===== src/rtl/fma_result_drain_pkg.sv =====
`default_nettype none
// ============================================================================
//  Module      : fma_pkg
//  Description : Shared constants and a counter-width helper for the FMA
//                result drain (credit-gated output FIFO).
//  Revision    : 1.0  initial release
// ============================================================================
package fma_pkg;

    localparam int FMA_WIDTH       = 64;
    localparam int FMA_DRAIN_DEPTH = 4;

    // Width able to represent 0..depth inclusive (credits and occupancy).
    function automatic int fma_cnt_width(input int depth);
        return $clog2(depth + 1);
    endfunction

endpackage
`default_nettype wire


===== src/rtl/fma_result_drain_if.sv =====
`default_nettype none
// ============================================================================
//  Module      : fma_result_drain_if
//  Description : Issue/result/output handshake bundle of the FMA result
//                drain. The slave modport is the drain itself, the master
//                modport is the surrounding pipeline and consumer.
//  Revision    : 1.0  initial release
// ============================================================================
interface fma_result_drain_if
    import fma_pkg::*;
#(
    parameter int WIDTH = FMA_WIDTH,
    parameter int DEPTH = FMA_DRAIN_DEPTH
);
    localparam int CW = fma_cnt_width(DEPTH);

    logic             issue_valid;
    logic             issue_ready;
    logic             res_valid;
    logic [WIDTH-1:0] res_data;
    logic             out_valid;
    logic [WIDTH-1:0] out_data;
    logic             out_ready;
    logic [CW-1:0]    credits;
    logic             overflow;

    modport slave (
        input  issue_valid, res_valid, res_data, out_ready,
        output issue_ready, out_valid, out_data, credits, overflow
    );

    modport master (
        output issue_valid, res_valid, res_data, out_ready,
        input  issue_ready, out_valid, out_data, credits, overflow
    );

endinterface
`default_nettype wire


===== src/rtl/fma_result_fifo.sv =====
`default_nettype none
// ============================================================================
//  Module      : fma_result_fifo
//  Description : Small FIFO absorbing non-stallable pipeline results. A push
//                into a full FIFO is accepted only if a pop frees the head
//                in the same cycle; otherwise the word is dropped.
//  Revision    : 1.0  initial release
// ============================================================================
module fma_result_fifo
    import fma_pkg::*;
#(
    parameter int WIDTH = FMA_WIDTH,
    parameter int DEPTH = FMA_DRAIN_DEPTH
) (
    input  wire logic             clk,
    input  wire logic             rst,
    input  wire logic             push,
    input  wire logic [WIDTH-1:0] push_data,
    input  wire logic             pop_req,
    output logic [WIDTH-1:0]      head_data,
    output logic                  full,
    output logic                  empty,
    output logic                  pop_fire,
    output logic                  drop
);
    localparam int CW = fma_cnt_width(DEPTH);
    localparam int PW = $clog2(DEPTH);

    logic [WIDTH-1:0] r_mem [DEPTH];
    logic [PW-1:0]    r_wr_ptr;
    logic [PW-1:0]    r_rd_ptr;
    logic [CW-1:0]    r_count;
    logic             w_push_ok;

    assign full      = (r_count == CW'(DEPTH));
    assign empty     = (r_count == '0);
    assign pop_fire  = pop_req && !empty;
    assign w_push_ok = push && (!full || pop_fire);
    assign drop      = push && full && !pop_fire;
    assign head_data = r_mem[r_rd_ptr];

    // Storage, wrapping pointers and occupancy; drops leave all state alone.
    always_ff @(posedge clk) begin
        if (rst) begin
            for (int i = 0; i < DEPTH; i++) begin
                r_mem[i] <= '0;
            end
            r_wr_ptr <= '0;
            r_rd_ptr <= '0;
            r_count  <= '0;
        end else begin
            if (w_push_ok) begin
                r_mem[r_wr_ptr] <= push_data;
                r_wr_ptr        <= r_wr_ptr + PW'(1);
            end
            if (pop_fire) begin
                r_rd_ptr <= r_rd_ptr + PW'(1);
            end
            case ({w_push_ok, pop_fire})
                2'b10:   r_count <= r_count + CW'(1);
                2'b01:   r_count <= r_count - CW'(1);
                default: r_count <= r_count;
            endcase
        end
    end

endmodule
`default_nettype wire


===== src/rtl/fma_result_drain.sv =====
`default_nettype none
// ============================================================================
//  Module      : fma_result_drain
//  Description : Output end of the FMA pipeline. Buffers results in a small
//                FIFO and gates operation issue with credits so the pipeline
//                never produces more results than the FIFO can hold.
//  Revision    : 1.0  initial release
// ============================================================================
module fma_result_drain
    import fma_pkg::*;
#(
    parameter int WIDTH = FMA_WIDTH,
    parameter int DEPTH = FMA_DRAIN_DEPTH
) (
    input  wire logic          clk,
    input  wire logic          rst,
    fma_result_drain_if.slave  bus
);
    localparam int CW = fma_cnt_width(DEPTH);

    logic [CW-1:0] r_credits;
    logic          r_overflow;
    logic          w_issue_fire;
    logic          w_pop_fire;
    logic          w_drop;
    logic          w_full;
    logic          w_empty;
    logic          w_credit_over;

    fma_result_fifo #(
        .WIDTH (WIDTH),
        .DEPTH (DEPTH)
    ) u_fifo (
        .clk       (clk),
        .rst       (rst),
        .push      (bus.res_valid),
        .push_data (bus.res_data),
        .pop_req   (bus.out_ready),
        .head_data (bus.out_data),
        .full      (w_full),
        .empty     (w_empty),
        .pop_fire  (w_pop_fire),
        .drop      (w_drop)
    );

    assign w_issue_fire  = bus.issue_valid && (r_credits != '0);
    // A pop with no matching issue at full credit means an unsolicited result.
    assign w_credit_over = w_pop_fire && !w_issue_fire && (r_credits == CW'(DEPTH));

    assign bus.issue_ready = (r_credits != '0);
    assign bus.out_valid   = !w_empty;
    assign bus.credits     = r_credits;
    assign bus.overflow    = r_overflow;

    // Credit counter with saturation at DEPTH, plus the sticky error flag.
    always_ff @(posedge clk) begin
        if (rst) begin
            r_credits  <= CW'(DEPTH);
            r_overflow <= 1'b0;
        end else begin
            if (w_issue_fire && !w_pop_fire) begin
                r_credits <= r_credits - CW'(1);
            end else if (w_pop_fire && !w_issue_fire && !w_credit_over) begin
                r_credits <= r_credits + CW'(1);
            end
            if (w_drop || w_credit_over) begin
                r_overflow <= 1'b1;
            end
        end
    end

    // Full flag is informational at this level; occupancy logic lives below.
    logic w_unused;
    assign w_unused = w_full;

endmodule
`default_nettype wire


===== src/flat_wrapper.sv =====
// flat-port wrapper written by rule: the top's interface ports become plain ports
module fma_result_drain_flat import fma_pkg::*;
#(
    parameter int WIDTH = FMA_WIDTH,
    parameter int DEPTH = FMA_DRAIN_DEPTH
)
  (clk, rst, bus_issue_valid, bus_res_valid, bus_res_data, bus_out_ready, bus_issue_ready, bus_out_valid, bus_out_data, bus_credits, bus_overflow);
  fma_result_drain_if #(.WIDTH(WIDTH), .DEPTH(DEPTH)) bus_i ();
  input  wire logic clk;
  input  wire logic rst;
  input wire logic [$bits(bus_i.issue_valid)-1:0] bus_issue_valid;
  input wire logic [$bits(bus_i.res_valid)-1:0] bus_res_valid;
  input wire logic [$bits(bus_i.res_data)-1:0] bus_res_data;
  input wire logic [$bits(bus_i.out_ready)-1:0] bus_out_ready;
  output wire logic [$bits(bus_i.issue_ready)-1:0] bus_issue_ready;
  output wire logic [$bits(bus_i.out_valid)-1:0] bus_out_valid;
  output wire logic [$bits(bus_i.out_data)-1:0] bus_out_data;
  output wire logic [$bits(bus_i.credits)-1:0] bus_credits;
  output wire logic [$bits(bus_i.overflow)-1:0] bus_overflow;
  assign bus_i.issue_valid = bus_issue_valid;
  assign bus_i.res_valid = bus_res_valid;
  assign bus_i.res_data = bus_res_data;
  assign bus_i.out_ready = bus_out_ready;
  assign bus_issue_ready = bus_i.issue_ready;
  assign bus_out_valid = bus_i.out_valid;
  assign bus_out_data = bus_i.out_data;
  assign bus_credits = bus_i.credits;
  assign bus_overflow = bus_i.overflow;
  fma_result_drain #(.WIDTH(WIDTH), .DEPTH(DEPTH)) u_core (.clk(clk), .rst(rst), .bus(bus_i));
endmodule

===== config.mk =====
export PLATFORM = sky130hd
export DESIGN_NAME = fma_result_drain_flat
export DESIGN_NICKNAME = d
export VERILOG_FILES = /design/src/rtl/fma_result_drain_pkg.sv /design/src/rtl/fma_result_drain_if.sv /design/src/rtl/fma_result_fifo.sv /design/src/rtl/fma_result_drain.sv /design/src/flat_wrapper.sv
export SDC_FILE = /design/constraint.sdc
export NUM_CORES = 1
export LEC_CHECK = 0
export CAP_MARGIN = 25
export CORE_MARGIN = 1
export CORE_UTILIZATION = 38
export DETAILED_ROUTE_END_ITERATION = 6
export GPL_ROUTABILITY_DRIVEN = 0
export PLACE_DENSITY = 0.59
export SLEW_MARGIN = 0
export SYNTH_ARGS = -nofsm -noshare
export SYNTH_HDL_FRONTEND = slang
export SYNTH_SLANG_ARGS = --single-unit

===== constraint.sdc =====
create_clock -name clk -period 18.25 [get_ports clk]
set_clock_uncertainty 0.15 [all_clocks]
set_input_delay 2.7375 -clock clk [delete_from_list [all_inputs] [get_ports clk]]
set_output_delay 2.7375 -clock clk [all_outputs]
set_load 0.01 [all_outputs]

[Word level (Yosys, flattened, before mapping)]
Memories as Yosys holds them, arrays and structs flattened. A register that Yosys moved wholly into a read port is not among the register bits.
Index checks and enable logic that the tools add are counted.
Cells by class
  reduce and logical (&&, ||, !) cells: 21
  multiplexer cells: 13
  $add $sub $neg: 6
  equal/unequal tests: 4
Operators by type and width (count)
  2-to-1 mux 64 bit: 1
  OR reduction 64 bit: 1
  logical AND 1 bit: 9
  adder 3 x 1 -> 3 bit (second input constant): 2
  == test 3 bit (second input constant): 2
  2-to-1 mux 1 bit: 6
  2-to-1 mux 2 bit: 3
  2-to-1 mux 3 bit: 2
  case mux 3 bit (2 select lines): 1
  subtractor 3 x 1 -> 3 bit (second input constant): 2
  zero test 1 bit: 5
  adder 2 x 1 -> 2 bit (second input constant): 2
  nonzero test 2 bit: 2
  zero test 3 bit: 1
  nonzero test 3 bit: 1
  == test 2 x 1 -> 1 bit (second input constant): 1
  == test 2 bit (second input constant): 1
  logical OR 1 bit: 2
Storage, ports and cells
  memory bits (writable): 256
  register bits: 11
  bits of input ports: 69
  output and inout bits: 70
  logic and storage cells: 50
  memories kept: 1
Memory list
  u_core.u_fifo.r_mem: depth 4, bits a word 64, read ports 1, clocked after Yosys merged registers in 1, wr ports 4, RTL line fma_result_fifo.sv:29  | logic [WIDTH-1:0] r_mem [DEPTH];

[Logic depth before layout (Yosys ltp)]
  depth after elaboration: 10
  depth in mapped cells: 8
  gate-level depth less buffers: 8

[Modules after synthesis]
A second synthesis with hierarchy kept.
Unflattened totals
  cells, all modules: 709
  area, all modules: 11725.0 um^2
Modules (own cells, without submodules)
  fma_result_fifo: area an instance 11461.0 um^2, times used 1, sequential area each 7867.5 um^2, cells an instance 678
  fma_result_drain: area an instance 264.0 um^2, times used 1, sequential area each 80.1 um^2, cells an instance 31

[Worst setup path after synthesis]
No wires, ideal clock.
  path kind: in2reg
  from: input bus_out_ready
  to: memory u_core.u_fifo.r_mem[2][0] (netlist name), enable pin
  required time: 17.526 ns
  library setup time: 0.574 ns
  path slack: 10.014 ns
  stages on the path: 3
  arrival: 7.511 ns
  path buffers: 0
  path through: or4b_4 -> nand2_1 -> o21ai_0
RTL lines
  from (decl): RTL line flat_wrapper.sv:14  | input wire logic [$bits(bus_i.out_ready)-1:0] bus_out_ready;
  to (decl): RTL line fma_result_fifo.sv:29

==> results.md <==
Outcome:
- The flow ran to the end, and the final reports show no timing, DRC or antenna violations.

Clock network:
- The number of CTS-inserted buffers is 29.
- The CTS clock-pin slew for the worst setup and hold paths is 60 ps.
- The level count of the clock H-tree is 1.
- Buffers inserted to repair hold after CTS numbered 0.
- The post-CTS setup repair buffer count is 0.
- After clock tree synthesis, the repair step resized 0 gates.
- The TritonCTS clock tree is done.
- The cell sitting at the root of the clock tree is a sky130_fd_sc_hd__clkbuf_16.
- Clock latency on the worst-skew pair, taken at its later pin, is 540 ps.
- The clock net sink count is 269.
- No sink is reached through more buffers than the 3 on the longest clock path.

Routing:
- The number of routed nets with antenna violations is 0.
- Dividing the detail-routed via count by the number of cells gives 4.969.
- The detail-routed net length per standard cell is 19.92 um.
- The number of detailed-routing iterations run before antenna repair is 4.
- The total wirelength of the detailed-routed design is 24.96 mm.
- The total number of vias is 6226.
- In this run, the number of DRC markers left after iteration 0 of detailed routing was 437.
- For this run, design rule violations remaining after detail routing come to 0.

STA:
- Setup violations remaining at the end of the flow were counted as 0.
- In this run the tightest slew margin relative to its limit is 29.78%.
- The top achievable clock speed is 0.1648 GHz.
- The total negative slack for setup checks is 0 ps.
- The max-slew violation count is 0.
- Setup repair after global routing left no endpoint under its margin.
- The worst path needs 6067 ps of the cycle, external delays included.
- The hold violation total from the final report came to 0.
- The slew at the pin closest to its max-slew limit is 1053 ps.
- Dividing the final minimum period by the clock period gives 33.24%.

Worst setup path:
- The standard cell with the maximum stage delay on the critical path is sky130_fd_sc_hd__dfxtp_4.
- The critical path capture point type is a primary output.
- The required time at the endpoint of the critical path is 15360 ps.
- The largest stage delay on the critical path is 790 ps.
- The buffer and inverter count on the worst path is 2.
- In this design, the largest share of critical-path delay is due to buffers and inverters.
- The critical-path maximum fanout is 33.
- The kind of launch point of the worst setup path is a register.
- Walking the worst path, the cells encountered are buf_4 > mux4_2 > clkdlybuf4s50_1.
- The arrival time at the worst endpoint is 3180 ps.
- In this run the register-to-register setup slack is 15380 ps.
- By startpoint and endpoint, the worst setup path is classified as register to primary output.

Global routing:
- The maximum number of pins on one net before global-route repair is 65.
- The initial antenna violation count is 0.
- The number of global-route vias before repair came to 6610.
- Global routing consumed, over all layers together, 16.32% of the routing resources.
- The total overflow reported by the global router is 0.
- The wire length of the first global-routing pass is 38.20 mm.

Die:
- After floorplanning, the core was sized to cover 0.02987 mm2.
- The die covers 0.03131 mm2.
- In this run the horizontal extent of the chip is 176.9 um.
- The number of standard-cell rows in the floorplan is 63.
- The height of the die is 176.9 um.
- The boundary pin count is 139.
- The initial utilization of the core area, before any placement, comes to 38.93%.

Layout:
- The number of antenna diodes is 0.
- Summing all flip-flop and latch instances after layout gives 0.007955 mm2.
- The growth of design area from synthesis to finish is 23.65%.
- The proportion of layout cells with a drive suffix above 1 is 15.41%.
- Summing all multi-input logic gate instances after layout gives 0.003528 mm2.
- The total number of nets in the final design is 913.
- The final-layout fill cell count is 2569.
- The finished cells cover 0.01438 mm2.

Logic synthesis:
- When the netlist entered floorplanning its net count stood at 773.
- Of the synthesized area, sequential elements account for 68.34%.
- The synthesized design contains 269 register bits.
- Synthesis produced a netlist whose cell count is 701.
- Counting instances in the post-synthesis netlist gives the leading cell types as sky130_fd_sc_hd__and2_1, sky130_fd_sc_hd__edfxtp_1, sky130_fd_sc_hd__mux4_2.
- The cell area after technology mapping is 0.01163 mm2.
- The number of synthesized flops with an enable pin is 256.
- The average cell area after synthesis is 16.59 um2.
- The number of library cell types mapped by synthesis is 36.
- Among all flip-flop cells after synthesis, the most frequent one is sky130_fd_sc_hd__edfxtp_1.
- After synthesis, the cell types taking the most area are sky130_fd_sc_hd__edfxtp_1, sky130_fd_sc_hd__and2_1, sky130_fd_sc_hd__mux4_2, sky130_fd_sc_hd__dfxtp_1, sky130_fd_sc_hd__clkbuf_1.
- The area share of the leading cell type in the synthesized netlist is 66.10%.
- The synthesized design spends more area on one cell type than any other, namely sky130_fd_sc_hd__edfxtp_1.
- The Yosys step of the flow raised 0 warnings.
- For this run, asynchronously set or reset flops after synthesis account for 0%.

Place:
- Buffers placed on the I/O ports in this run total 138.
- The wire-length estimate of the detail-placed layout is 13.82 mm.
- In this run the cell area measured after placement is 0.01349 mm2.

Power:
- In this run the power density over the cells is 119.7 mW/mm2.
- IR analysis of the VDD net gives a maximum drop of 71.46 uV.
- The sum of internal, switching and leakage power is 1.722 mW.
- In this run the static leakage power is 5.095 nW.

Hold path:
- The type of the worst min-delay path is register to register.

Flow run:
- The count of maximum capacitance violations is 0.
## per-stage QoR
step	worst slack, ps	utilization, %	hold WS [ps]	cells
finish	12180	48.13	389.0	1253
global route	11910	48.13	440.6	1253
CTS	12040	48.13	387.7	1253
detailed placement	12480	45.16	369.4	1200
global placement	12480	45.10	356.6	1199
floorplan	10010	-	334.7	701
## placed cells by master (no fill, tap or decap), types with 4 or more instances in the layout
cell type	synthesis	routed
sky130_fd_sc_hd__dfxtp_1	13	11
sky130_fd_sc_hd__and2_1	256	256
sky130_fd_sc_hd__mux4_2	64	64
sky130_fd_sc_hd__clkbuf_1	23	4
sky130_fd_sc_hd__edfxtp_1	256	256
sky130_fd_sc_hd__clkinv_2	0	11
sky130_fd_sc_hd__clkbuf_16	0	29
sky130_fd_sc_hd__a21oi_1	6	6
sky130_fd_sc_hd__xor2_1	4	4
sky130_fd_sc_hd__clkdlybuf4s50_1	0	138
sky130_fd_sc_hd__nor2_1	11	10
sky130_fd_sc_hd__clkinv_1	0	6
sky130_fd_sc_hd__nand3_1	6	6
sky130_fd_sc_hd__inv_1	9	9
sky130_fd_sc_hd__buf_4	0	11
sky130_fd_sc_hd__or3_1	4	4
## area by class of cell
cell class / count / area share, %
clock buffers: 33 / 5.151
clock inverters: 20 / 1.018
inverters: 10 / 0.2610
multi-input cells: 381 / 24.54
flip-flops and latches: 269 / 55.32
well taps: 390 / 3.393
repair buffers: 150 / 10.32
## registers in the layout (all words and copies together), names as in the netlist, named ones only
register                cells
u_core.u_fifo.r_count       3
u_core.bus.overflow         1
u_core.u_fifo.r_rd_ptr      2
u_core.u_fifo.r_wr_ptr      2
u_core.u_fifo.r_mem       256
u_core.bus.credits          3
## report_power, final
part	total [mW]	internal, mW	switching [mW]
clock	0.550	0.318	0.232
combinational	0.382	0.217	0.164
sequential	0.791	0.743	0.0474
## cell families (layout without fill, tap and decap cells)
family                     Yosys count  count (layout)  synth area share, %
AOI/OAI and AO/OA                   16              16               0.9791
xor gates and xnor gates             7               7               0.5272
adders and majority gates            3               3               0.4519
buffers and inverters               51             213                1.840
DFF                                269             269                68.34
muxes                               64              64                12.39
and+or+nand+nor                    291             291                15.47
## layer usage
layer,global-route usage (%),vias up,wire length [um]
li1,-,2883,-
met1,21.34,3119,10530
met2,28.29,181,12400
met3,3.007,43,1606
met4,3.341,0,427
met5,0,-,0
## path summary, 6_finish.rpt
check,startpoint,cells after the start,end
worst max-delay path,register,3,bus_out_data[25]
worst max register to register,u_core.u_fifo.r_count[0],4,u_core.u_fifo.r_mem[2][40]
worst min-delay path,u_core.u_fifo.r_rd_ptr[1],2,u_core.u_fifo.r_rd_ptr[1]
worst min register to register,u_core.u_fifo.r_rd_ptr[1],2,u_core.u_fifo.r_rd_ptr[1]
## worst register-to-register path, stage by stage, from the launching register on
cell                      delay [ps]
sky130_fd_sc_hd__dfxtp_1         450
sky130_fd_sc_hd__or4b_4          210
sky130_fd_sc_hd__nand2_1         180
sky130_fd_sc_hd__o21ai_4         840
sky130_fd_sc_hd__buf_4           660
Note: power is estimated with default switching activity, not from simulation.
